File: config.mk
export PLATFORM = sky130hd
export DESIGN_NAME = score_ctrl_flat
export DESIGN_NICKNAME = d
export VERILOG_FILES = /design/src/rtl/score_pkg.sv /design/src/rtl/score_ctrl_if.sv /design/src/rtl/score_digits.sv /design/src/rtl/score_ctrl.sv /design/src/flat_wrapper.sv
export SDC_FILE = /design/constraint.sdc
export NUM_CORES = 1
export LEC_CHECK = 0
export BUFFER_PORTS_ARGS = -buffer_cell sky130_fd_sc_hd__buf_4
export CORE_AREA = 4 4 72 107
export DETAILED_ROUTE_END_ITERATION = 10
export DIE_AREA = 0 0 76 111
export PLACE_DENSITY = 0.69
export REMOVE_ABC_BUFFERS = 1
export SLEW_MARGIN = 20
export SYNTH_ARGS = -nofsm -noshare
export SYNTH_HDL_FRONTEND = slang
export SYNTH_SLANG_ARGS = --single-unit
File: constraint.sdc
create_clock -name Clk -period 11.95 [get_ports Clk]
set_input_delay 3.585 -clock Clk [delete_from_list [all_inputs] [get_ports Clk]]
set_output_delay 3.585 -clock Clk [all_outputs]
set_load 0.02 [all_outputs]
File: src/rtl/score_pkg.sv
// Shared types, constants and saturating arithmetic for the score controller.
package score_pkg;

  typedef enum logic [2:0] {
    IDLE  = 3'd0,
    PLAY  = 3'd1,
    FLUSH = 3'd2,
    BEST  = 3'd3,
    OVER  = 3'd4
  } game_state_t;

  localparam int SCORE_W       = 7;
  localparam int DEF_MAX_SCORE = 99;

  // 8-bit sum cannot wrap for two 7-bit operands, so clamping it is exact.
  function automatic logic [SCORE_W-1:0] sat_add(input logic [7:0] a,
                                                 input logic [7:0] b,
                                                 input logic [7:0] max);
    logic [7:0] sum;
    sum = a + b;
    return (sum > max) ? max[SCORE_W-1:0] : sum[SCORE_W-1:0];
  endfunction

endpackage

File: src/rtl/score_ctrl_if.sv
// Game events in, committed scores and display digits out.
interface score_ctrl_if;
  import score_pkg::*;

  logic               start;
  logic               game_over;
  logic               pass1;
  logic               pass2;
  logic               frame_start;
  logic [SCORE_W-1:0] score1;
  logic [SCORE_W-1:0] score2;
  logic [3:0]         disp_ones;
  logic [3:0]         disp_tens;
  logic               tens_valid;
  logic [SCORE_W-1:0] best;
  logic               new_best;
  logic [2:0]         state;

  // Game logic / bench side: drives events, observes scores.
  modport master (
    output start, game_over, pass1, pass2, frame_start,
    input  score1, score2, disp_ones, disp_tens, tens_valid, best, new_best, state
  );

  // Score controller side.
  modport slave (
    input  start, game_over, pass1, pass2, frame_start,
    output score1, score2, disp_ones, disp_tens, tens_valid, best, new_best, state
  );
endinterface

File: src/rtl/score_digits.sv
// Registered split of a 0..99 total into ones/tens digits for the overlay.
module score_digits
  import score_pkg::*;
(
  input  logic               Clk,
  input  logic               Reset,
  input  logic [SCORE_W-1:0] total,
  output logic [3:0]         ones,
  output logic [3:0]         tens,
  output logic               tens_valid
);

  logic [3:0] ones_d, tens_d;
  logic       tens_valid_d;

  // Constant divide/modulo; total is pre-clamped so both digits fit in 4 bits.
  always_comb begin
    ones_d       = 4'(total % 10);
    tens_d       = 4'(total / 10);
    tens_valid_d = (total >= 7'd10);
  end

  // Digit registers: one cycle behind the score registers.
  always_ff @(posedge Clk or posedge Reset) begin
    if (Reset) begin
      ones       <= '0;
      tens       <= '0;
      tens_valid <= 1'b0;
    end else begin
      ones       <= ones_d;
      tens       <= tens_d;
      tens_valid <= tens_valid_d;
    end
  end

endmodule

File: src/rtl/score_ctrl.sv
// Game flow sequencer with frame-aligned score commits and session best.
module score_ctrl
  import score_pkg::*;
#(
  parameter int MAX_SCORE = DEF_MAX_SCORE,
  parameter int PEND_W    = 3
) (
  input  logic         Clk,
  input  logic         Reset,
  score_ctrl_if.slave  bus
);

  localparam logic [7:0]        MAX_8    = 8'(MAX_SCORE);
  localparam logic [PEND_W-1:0] PEND_MAX = '1;

  game_state_t        state_q, state_d;
  logic [SCORE_W-1:0] score1_q, score1_d;
  logic [SCORE_W-1:0] score2_q, score2_d;
  logic [SCORE_W-1:0] best_q, best_d;
  logic [PEND_W-1:0]  pend1_q, pend1_d;
  logic [PEND_W-1:0]  pend2_q, pend2_d;
  logic               new_best_q, new_best_d;
  logic [SCORE_W-1:0] total_c;

  function automatic logic [PEND_W-1:0] pend_inc(input logic [PEND_W-1:0] p,
                                                 input logic pulse);
    return (pulse && (p != PEND_MAX)) ? p + 1'b1 : p;
  endfunction

  // Displayed total is always derived from the committed scores.
  assign total_c = sat_add({1'b0, score1_q}, {1'b0, score2_q}, MAX_8);

  // Next-state and datapath decisions for the game flow.
  always_comb begin
    // NOTE: every _d starts at its _q so no path through the case leaves a
    // variable unassigned; that is what keeps this block latch-free.
    state_d    = state_q;
    score1_d   = score1_q;
    score2_d   = score2_q;
    best_d     = best_q;
    pend1_d    = pend1_q;
    pend2_d    = pend2_q;
    new_best_d = new_best_q;

    case (state_q)
      IDLE, OVER: begin
        if (bus.start) begin
          state_d    = PLAY;
          score1_d   = '0;
          score2_d   = '0;
          pend1_d    = '0;
          pend2_d    = '0;
          new_best_d = 1'b0;
        end
      end
      PLAY: begin
        if (bus.game_over) begin
          state_d = FLUSH;
          pend1_d = pend_inc(pend1_q, bus.pass1);
          pend2_d = pend_inc(pend2_q, bus.pass2);
        end else if (bus.frame_start) begin
          // A pass on the commit edge seeds the next frame instead of being lost.
          score1_d = sat_add({1'b0, score1_q}, 8'(pend1_q), MAX_8);
          score2_d = sat_add({1'b0, score2_q}, 8'(pend2_q), MAX_8);
          pend1_d  = PEND_W'(bus.pass1);
          pend2_d  = PEND_W'(bus.pass2);
        end else begin
          pend1_d = pend_inc(pend1_q, bus.pass1);
          pend2_d = pend_inc(pend2_q, bus.pass2);
        end
      end
      FLUSH: begin
        score1_d = sat_add({1'b0, score1_q}, 8'(pend1_q), MAX_8);
        score2_d = sat_add({1'b0, score2_q}, 8'(pend2_q), MAX_8);
        pend1_d  = '0;
        pend2_d  = '0;
        state_d  = BEST;
      end
      BEST: begin
        // Strictly greater: a tie keeps the old best and does not flag it.
        if (total_c > best_q) begin
          best_d     = total_c;
          new_best_d = 1'b1;
        end
        state_d = OVER;
      end
      default: state_d = IDLE;
    endcase
  end

  // State registers; reset acts immediately, even mid-game.
  always_ff @(posedge Clk or posedge Reset) begin
    if (Reset) begin
      state_q    <= IDLE;
      score1_q   <= '0;
      score2_q   <= '0;
      best_q     <= '0;
      pend1_q    <= '0;
      pend2_q    <= '0;
      new_best_q <= 1'b0;
    end else begin
      // NOTE: non-blocking so every flop samples the pre-edge values together.
      state_q    <= state_d;
      score1_q   <= score1_d;
      score2_q   <= score2_d;
      best_q     <= best_d;
      pend1_q    <= pend1_d;
      pend2_q    <= pend2_d;
      new_best_q <= new_best_d;
    end
  end

  score_digits u_digits (
    .Clk        (Clk),
    .Reset      (Reset),
    .total      (total_c),
    .ones       (bus.disp_ones),
    .tens       (bus.disp_tens),
    .tens_valid (bus.tens_valid)
  );

  assign bus.score1   = score1_q;
  assign bus.score2   = score2_q;
  assign bus.best     = best_q;
  assign bus.new_best = new_best_q;
  assign bus.state    = state_q;

endmodule

File: src/flat_wrapper.sv
// flat-port wrapper written by rule: the top's interface ports become plain ports
module score_ctrl_flat import score_pkg::*;
#(
  parameter int MAX_SCORE = DEF_MAX_SCORE,
  parameter int PEND_W    = 3
)
  (Clk, Reset, bus_start, bus_game_over, bus_pass1, bus_pass2, bus_frame_start, bus_score1, bus_score2, bus_disp_ones, bus_disp_tens, bus_tens_valid, bus_best, bus_new_best, bus_state);
  score_ctrl_if bus_i ();
  input  logic Clk;
  input  logic Reset;
  input wire logic [$bits(bus_i.start)-1:0] bus_start;
  input wire logic [$bits(bus_i.game_over)-1:0] bus_game_over;
  input wire logic [$bits(bus_i.pass1)-1:0] bus_pass1;
  input wire logic [$bits(bus_i.pass2)-1:0] bus_pass2;
  input wire logic [$bits(bus_i.frame_start)-1:0] bus_frame_start;
  output wire logic [$bits(bus_i.score1)-1:0] bus_score1;
  output wire logic [$bits(bus_i.score2)-1:0] bus_score2;
  output wire logic [$bits(bus_i.disp_ones)-1:0] bus_disp_ones;
  output wire logic [$bits(bus_i.disp_tens)-1:0] bus_disp_tens;
  output wire logic [$bits(bus_i.tens_valid)-1:0] bus_tens_valid;
  output wire logic [$bits(bus_i.best)-1:0] bus_best;
  output wire logic [$bits(bus_i.new_best)-1:0] bus_new_best;
  output wire logic [$bits(bus_i.state)-1:0] bus_state;
  assign bus_i.start = bus_start;
  assign bus_i.game_over = bus_game_over;
  assign bus_i.pass1 = bus_pass1;
  assign bus_i.pass2 = bus_pass2;
  assign bus_i.frame_start = bus_frame_start;
  assign bus_score1 = bus_i.score1;
  assign bus_score2 = bus_i.score2;
  assign bus_disp_ones = bus_i.disp_ones;
  assign bus_disp_tens = bus_i.disp_tens;
  assign bus_tens_valid = bus_i.tens_valid;
  assign bus_best = bus_i.best;
  assign bus_new_best = bus_i.new_best;
  assign bus_state = bus_i.state;
  score_ctrl #(.MAX_SCORE(MAX_SCORE), .PEND_W(PEND_W)) u_core (.Clk(Clk), .Reset(Reset), .bus(bus_i));
endmodule
# == Word-level counts from Yosys, hierarchy flattened ==
# Cells that the tools add are included.
# Widths: inputs -> output; s select.
# totals
output_inout_bits,34
regBits,40
# op_classes
n_lt_le_gt_ge,5
n_mux,25
div_mod_pow,2
add_sub_neg,5
reduce_logical,11
eq_ne,11
# op_table
cell,count
$mux 7,8
$pmux 7 s3,2
$div 7x4->32 const B,1
$mod 7x4->32 const B,1
$mux 3,9
$gt 8x7->1 const B,3
$pmux 3 s3,2
$add 7x3->8,2
$pmux 3 s4,1
$add 7x7->8,1
$ne 2x2->1 const B,4
$ge 7x4->1 const B,1
$gt 7x7->1,1
$add 3x1->3 const B,2
$eq 3x2->1 const B,2
$ne 3x3->1 const B,2
$reduce_and 2->1,3
$reduce_and 4->1,1
$eq 3x1->1 const B,1
$eq 3x3->1 const B,1
$logic_not 3->1,1
$reduce_and 3->1,1
$reduce_bool 3->1,1
$logic_and 1x1->1,2
5 further kinds,6

# == Longest topological paths before layout ==
# Gate-level depths: netlist of the first run.
# logic_depth
depth_word,6
depth_mapped,18
mapped_depth_nobuf,18

# == Hierarchy ==
# A second synthesis of the first run with hierarchy kept.
# hier_totals
cells_unflattened,406
hier_area_um2,3430.8
# by_module_without_submodules
mod,instances,cells_per_inst,seq_area_each_um2,area_per_inst_um2
score_ctrl,1,276,775.7,2479.9
score_digits,1,130,225.2,950.9

# == Worst setup path after synthesis of the first run ==
# Ideal clock, no wire load.
# synth_path
path_kind,reg-to-reg
start,"reg u_core.score2_q[0], in the netlist u_core.bus.score2[0]"
end,reg u_core.u_digits.ones[2]
stages_incl_launch_ff,18
setup_time_ns,0.126
path_slack_ns,7.154
n_path_buf,0
required_ns,11.824
arrival_ns,4.671
synth_period_minus_slack_ns,4.796
cell_sequence,dfrtp_1 ha_1 fa_1 a21o_1 a211oi_4 nor2_1 nor2_1 inv_1 ha_1 nor4b_1 a311o_1 nor2b_1 a211oi_4 or4b_1 and2_1 ha_1 a21oi_1 a221o_1
# synth_via
elab_chain_len,4
# synth_rtl
element,line,source
"start, declared",score_ctrl.sv:18,"logic [SCORE_W-1:0] score2_q, score2_d;"
"start signal, assigned",score_ctrl.sv:105,score2_q <= score2_d;
$add 7x7->8 (*),score_pkg.sv:20,sum = a + b;
$gt 8x7->1,score_pkg.sv:21,return (sum > max) ? max[SCORE_W-1:0] : sum[SCORE_W-1:0];
$mux 7 (*),score_pkg.sv:21,
$mod 7x4->32 (*),score_digits.sv:18,ones_d = 4'(total % 10);
via u_core.u_digits.ones_d[2],score_digits.sv:13,"logic [3:0] ones_d, tens_d;"
"end signal, assigned",score_digits.sv:30,ones <= ones_d;
"end, declared",score_digits.sv:8,"output logic [3:0] ones,"
# The timed path passes the listed nets; every way through them passes the cells marked *.
# A chain may end at the register's enable or synchronous reset.

# == Worst setup path after layout of the first run ==
# Same ends and word-level chain as after synthesis.

==> results of run 1 <==
[through the flow]
stage | area [um^2] | worst slack, ns | hold slack (ns) | util (%)
floorplan | 3280 | 6.99 | 0.523 | -
global placement | 3690 | 6.92 | 0.479 | 54.2
detailed placement | 3690 | 6.87 | 0.489 | 54.2
CTS | 3800 | 6.88 | 0.513 | 55.9
global route | 3800 | 6.50 | 0.560 | 55.9
finish | 3800 | 6.83 | 0.507 | 55.9
[layout by cell type (no fill, tap or decap), drive strengths merged, types with 9 or more instances in the layout]
master   n
nand2   30
a21oi   28
ha      25
inv     27
o21ai   31
nor3     9
buf     42
mux2i   10
a21o    12
nor2    26
a211oi  13
dfrtp   40
[synthesized netlist by cell type (3+ instances only)]
library cell / instances
a22o_1: 4
a221oi_1: 4
a21o_1: 12
or2_2: 6
a211oi_4: 3
fa_1: 3
dfrtp_1: 40
o21ai_1: 4
nor3b_1: 3
a41oi_1: 3
and2_1: 3
o31ai_1: 7
nand3b_1: 3
nor2b_1: 4
ha_1: 25
a21oi_1: 26
mux2i_1: 10
nor3_1: 9
a211oi_1: 9
nand3_1: 7
o211ai_1: 3
o21ai_0: 26
clkbuf_1: 4
inv_1: 25
xnor2_1: 6
nand2_1: 30
nor2_1: 25
nand2b_1: 7
o21a_1: 3
xor2_1: 3
[registers in the layout (all words and copies together), names as in the netlist]
| register | flops |
|---|---|
| u_core.bus.score1 | 7 |
| u_core.u_digits.tens_valid | 1 |
| u_core.bus.best | 7 |
| u_core.bus.new_best | 1 |
| u_core.bus.score2 | 7 |
| u_core.bus.state | 3 |
| u_core.u_digits.ones | 4 |
| u_core.pend2_q | 3 |
| u_core.pend1_q | 3 |
| u_core.u_digits.tens | 4 |
[worst register-to-register path: cells and delay by family, from the launching register on]
family | cells | cell delay (ns)
AO/OA/AOI/OAI | 6 | 1.46
buffers and inverters | 1 | 0.07
flip-flops | 1 | 0.42
adder cells (fa/ha/maj) | 4 | 1.33
AND/OR/NAND/NOR | 6 | 1.73
[final cells by class]
class                           count  area, um^2
Clock buffer                        5        68.8
Clock inverter                      3        46.3
Fill cell                         621        3000
Inverter                           26        97.6
Multi-Input combinational cell    295        2180
Sequential cell                    40        1000
Tap cell                           78        97.6
Timing Repair Buffer               42         315
[metal layers]
| layer | global-route usage (%) | part of all wire, % | up-vias |
|---|---|---|---|
| met4 | 7.48 | 2.6 | 0 |
| met5 | 0 | 0 | - |
| li1 | - | - | 1450 |
| met2 | 38.0 | 56 | 87 |
| met3 | 3.01 | 4.1 | 22 |
| met1 | 20.7 | 38 | 1430 |
[kinds of logic (layout without fill, tap and decap cells)]
group,count (synthesis),in the layout
xor+xnor,9,9
flops,40,40
compound gates,131,131
mux,12,12
simple gates,112,112
fa+ha+maj,31,31
buf+inv,31,76
[report_power, final]
group / total [mW] / leakage (nW) / switching, mW / internal (mW)
Clock: 0.120 / 0.0548 / 0.0572 / 0.0631
Combinational: 0.278 / 1.27 / 0.165 / 0.114
Sequential: 0.188 / 0.548 / 0.0288 / 0.159
[worst paths after layout]
kind	cells past startpoint	startpoint	end	slack (ns)
worst min register to register	1	u_core.bus.new_best$_DFFE_PP0P_	u_core.bus.new_best$_DFFE_PP0P_	0.51
max in group asynchronous	3	Reset	u_core.bus.score1[1]$_DFFE_PP0P_	8.19
worst max register to register	17	u_core.bus.score2[0]$_DFFE_PP0P_	u_core.u_digits.ones[2]$_DFF_PP0_	6.83
min in group asynchronous	3	Reset	u_core.u_digits.ones[2]$_DFF_PP0_	3.41
worst max-delay path	17	u_core.bus.score2[0]$_DFFE_PP0P_	u_core.u_digits.ones[2]$_DFF_PP0_	6.83
worst min-delay path	1	u_core.bus.new_best$_DFFE_PP0P_	u_core.bus.new_best$_DFFE_PP0P_	0.51
==> metrics.txt, run 1 <==
status=finished, final reports clean; Buf+Inv Stages, Crit Path=1; Worst path most repeated cell=ha_1; CP top delay family=simple AND/OR/NAND/NOR gates; maximum VDD drop=0.0000946 V; clk sink count=40; CTS tree=built; RSZ-0062 raised after global routing=no; DRT iter0 DRCs=130; CTS buffer count=5; layout cells sized above 1=18.7%; Slew Viols, Final=0; IO Count=41; power density cells=154 nW/um^2; endpoints failing hold=0; Total Wirelength=about 8.3 mm; Least-Margin Pin Slew=roughly 0.69 ns; largest net degree at the start of global routing=41; fin crit share=a little over two fifths; top cell type by total area after synthesis=dfrtp_1; Site Rows=37; Primary FF master, synth=dfrtp_1; first-pass GRT wire length=13.9 mm; crit path kind=reg2reg; asr flop ratio synth=100%; Startpoint Class=flip-flop; Critical Path Sink Type=flip-flop; number of port buffers=40; Final HPWL DP=6.51 mm; GP Congestion=0.931; Adder-Cell Fraction of Synth Area=12.3%; wire per inst=between 15 and 20 um; vias in the first global route=~3000; routed vias=roughly 3000; Yosys top cell area share=a little under a third; CTS clock-pin slew for the worst setup and hold paths=about 0.10 ns; die area=~8400 um^2; critical path data arrival time=~5.3 ns; EDFF count, synth=0; gr usage total=about a fifth; Critical Path RT=between 10 and 15 ns; fraction of synthesized area in multiplexers=under 10%; LEAKAGE=1.87 nW; Root Buffer=clkbuf_8; Synth warnings=0; sequential share of the synthesized area=30.3%; Simple-Gate Fraction of Synth Area=between 10% and 20%; total grt overflow=0; Final Skew=0.00959 ns; TritonRoute pass-1 iters=5; vias per cell=~6.1; worst skew pair latency=about 0.30 ns; Hold Crit Class=reg2reg; synth top area cells=dfrtp_1 30%, ha_1 9.5%, a21oi_1 3.9%; total power=around 0.59 mW; core box area=around 6800 um^2; CP Cell Sequence=ha_1 -> fa_1 -> a21o_1 -> a211oi_4 -> nor2_1 -> nor2_1 -> inv_1 -> ha_1 -> nor4b_1 -> a311o_1 -> nor2b_1 -> a211oi_4 -> or4b_1 -> and2_1 -> ha_1 -> a21oi_1 -> a221o_1; initial antenna violation count=0; Unique masters post-synth=around 70; Setup Viol. Count Final=0; worst-path maximum fanout=8; CTS Hold Buffers Added=0; largest family of logic cells by synthesized area=compound AO/OA/AOI/OAI gates; CTS max path bufs=2; post_cts resized=0; Slew HR=between 50 and 60%; final cell count without fillers=489; synthesized area=approximately 3300 um^2; Gate Count Post-Synth=between 300 and 400; Initial Utilization=between 40 and 50%; htree depth=2; post-placement cell count=about 480; Final Critical Period=between 5 and 6 ns; Layout area overhead=15.3%; average cell area after synthesis=about 9.0 um^2; compound-cell area share of the yosys netlist=around 30%; Max Cap Violations=0; Yosys reg bits=40; number of antenna diodes=0; die width=around 76 um; Slowest-stage cell, CP=or4b_1; nets=approximately 450; Worst path max stage delay=around 0.5 ns; drt drc=0; Post-CTS Setup Inserts=0; antenna viol nets, final=0; Fmax=a little under 200 MHz; setup TNS=0 ns; XOR/XNOR Fraction of Synth Area=2.39%; Die H=111 um
(Power assumes the default switching activity.)
==> run 2: changes to the inputs <==
clock period = 4.9 ns   (was 11.95 ns; I/O delays follow)
==> metrics.txt, run 2 (synthesis results as in run 1) <==
status=finished, final reports clean; wire per inst=~17 um; worst-path maximum fanout=8; layout cells sized above 1=between 20% and 30%; CTS Hold Buffers Added=0; routed vias=3030; post-place setup slack=around 0.15 ns; DRT iter0 DRCs=about 120; CTS tree=built; total grt overflow=0; Buf+Inv Stages, Crit Path=1; CTS max path bufs=2; Final Critical Period=roughly 4.6 ns; RSZ-0062 raised after global routing=no; Hold Crit Class=reg2reg; worst skew pair latency=just over 0.3 ns; htree depth=2; CP Cell Sequence=ha_1 -> a21oi_1 -> o2111a_2 -> a21oi_2 -> nor2_1 -> inv_1 -> ha_1 -> nor4b_2 -> a311o_1 -> a21bo_1 -> and2_4 -> or4b_1 -> and2_1 -> ha_1 -> a21oi_1 -> a221o_1; Fillers=630; final worst slack=0.327 ns; critical path data arrival time=approximately 4.8 ns; drt drc=0; maximum VDD drop=between 0.0003 and 0.0004 V; final cell count without fillers=502; post-placement cell count=between 400 and 500; LEAKAGE=~2 nW; crit path kind=reg2reg; Startpoint Class=flip-flop; Critical Path Sink Type=flip-flop; Initial Utilization=48.5%; CTS buffer count=5; number of antenna diodes=0; Worst path most repeated cell=ha_1; vias in the first global route=~3100; Total Wirelength=8.55 mm; vias per cell=around 6.0; first-pass GRT wire length=between 10 and 15 mm; Least-Margin Pin Slew=about 0.7 ns; Slew HR=between 50 and 60%; setup TNS=0 ns; antenna viol nets, final=0; die area=roughly 8400 um^2; Max Cap Violations=0; largest net degree at the start of global routing=29; most common cell after layout, fill and taps aside=buf_4; initial antenna violation count=0; Die H=111 um; clk sink count=40; Site Rows=37; die width=76 um; Slew Viols, Final=0; Final Skew=0.00955 ns; GP Congestion=around 0.96; fin crit share=93.3%; CP top delay family=compound AO/OA/AOI/OAI gates; Root Buffer=clkbuf_8; Slowest-stage cell, CP=dfrtp_1; IO Count=41; Fmax=219 MHz; Layout area overhead=19.2%; number of port buffers=40; power density cells=about 370 nW/um^2; TritonRoute pass-1 iters=5; Setup Viol. Count Final=0; Critical Path RT=about 5 ns; Worst path max stage delay=about 0.47 ns; Final HPWL DP=6.75 mm; gr usage total=between 20% and 30%; CTS clock-pin slew for the worst setup and hold paths=about 0.10 ns; core box area=~7000 um^2; nets=between 400 and 500; most frequent cells in the layout=55 x buf_4, 40 x dfrtp_1, 30 x nand2_1; endpoints failing hold=0
## run 2: path summary, 6_finish.rpt
kind                                                  startpoint                           endpoint  slack, ns  depth (start not counted)
worst max-delay path            u_core.bus.score2[4]$_DFFE_PP0P_  u_core.u_digits.ones[2]$_DFF_PP0_       0.33                         16
worst max register to register  u_core.bus.score2[4]$_DFFE_PP0P_  u_core.u_digits.ones[2]$_DFF_PP0_       0.33                         16
min in group asynchronous                                  Reset  u_core.u_digits.ones[2]$_DFF_PP0_       1.23                          2
worst min-delay path             u_core.bus.new_best$_DFFE_PP0P_    u_core.bus.new_best$_DFFE_PP0P_       0.52                          1
worst min register to register   u_core.bus.new_best$_DFFE_PP0P_    u_core.bus.new_best$_DFFE_PP0P_       0.52                          1
max in group asynchronous                                  Reset   u_core.bus.score2[2]$_DFFE_PP0P_       3.04                          3
## run 2: metal layers
| metal | track usage [%] | part of all wire [%] | wire length (um) | up-vias |
|---|---|---|---|---|
| li1 | - | - | - | 1479 |
| met1 | 21.0 | 36 | 3080 | 1448 |
| met2 | 39.8 | 57 | 4920 | 79 |
| met3 | 3.58 | 3.7 | 315 | 24 |
| met4 | 9.62 | 2.9 | 248 | 0 |
| met5 | 0 | 0 | 0 | - |
## run 2: timing repair
action | CTS | global route
resized for setup | 0 | 7
endpoints found under the setup margin | 0 | 2
setup buffers | 0 | 1
## run 2: cell type report
cell class | count | area [um^2] | share of cell area [%]
repair buffers | 55 | 413 | 10.5
well taps | 78 | 97.6 | 2.48
flip-flops and latches | 40 | 1000 | 25.5
multi-input cells | 295 | 2210 | 56.1
clock buffers | 5 | 68.8 | 1.75
inverters | 26 | 97.6 | 2.48
clock inverters | 3 | 46.3 | 1.18
## run 2: where the power goes
group          internal, mW  leakage (nW)  total [mW]  switching (mW)
combinational         0.287          1.34       0.689           0.402
sequential            0.389         0.548       0.458          0.0694
clock                 0.154        0.0548       0.294           0.141
## run 2: per-stage QoR
stage               hold WS (ns)  cell area [um^2]  power (mW)  util, %
floorplan                  0.523              3280       0.938        -
global placement           0.480              3780        1.14     55.5
detailed placement         0.499              3780        1.16     55.5
CTS                        0.520              3890        1.45     57.2
global route               0.554              3930        1.56     57.7
finish                     0.516              3930        1.44     57.7
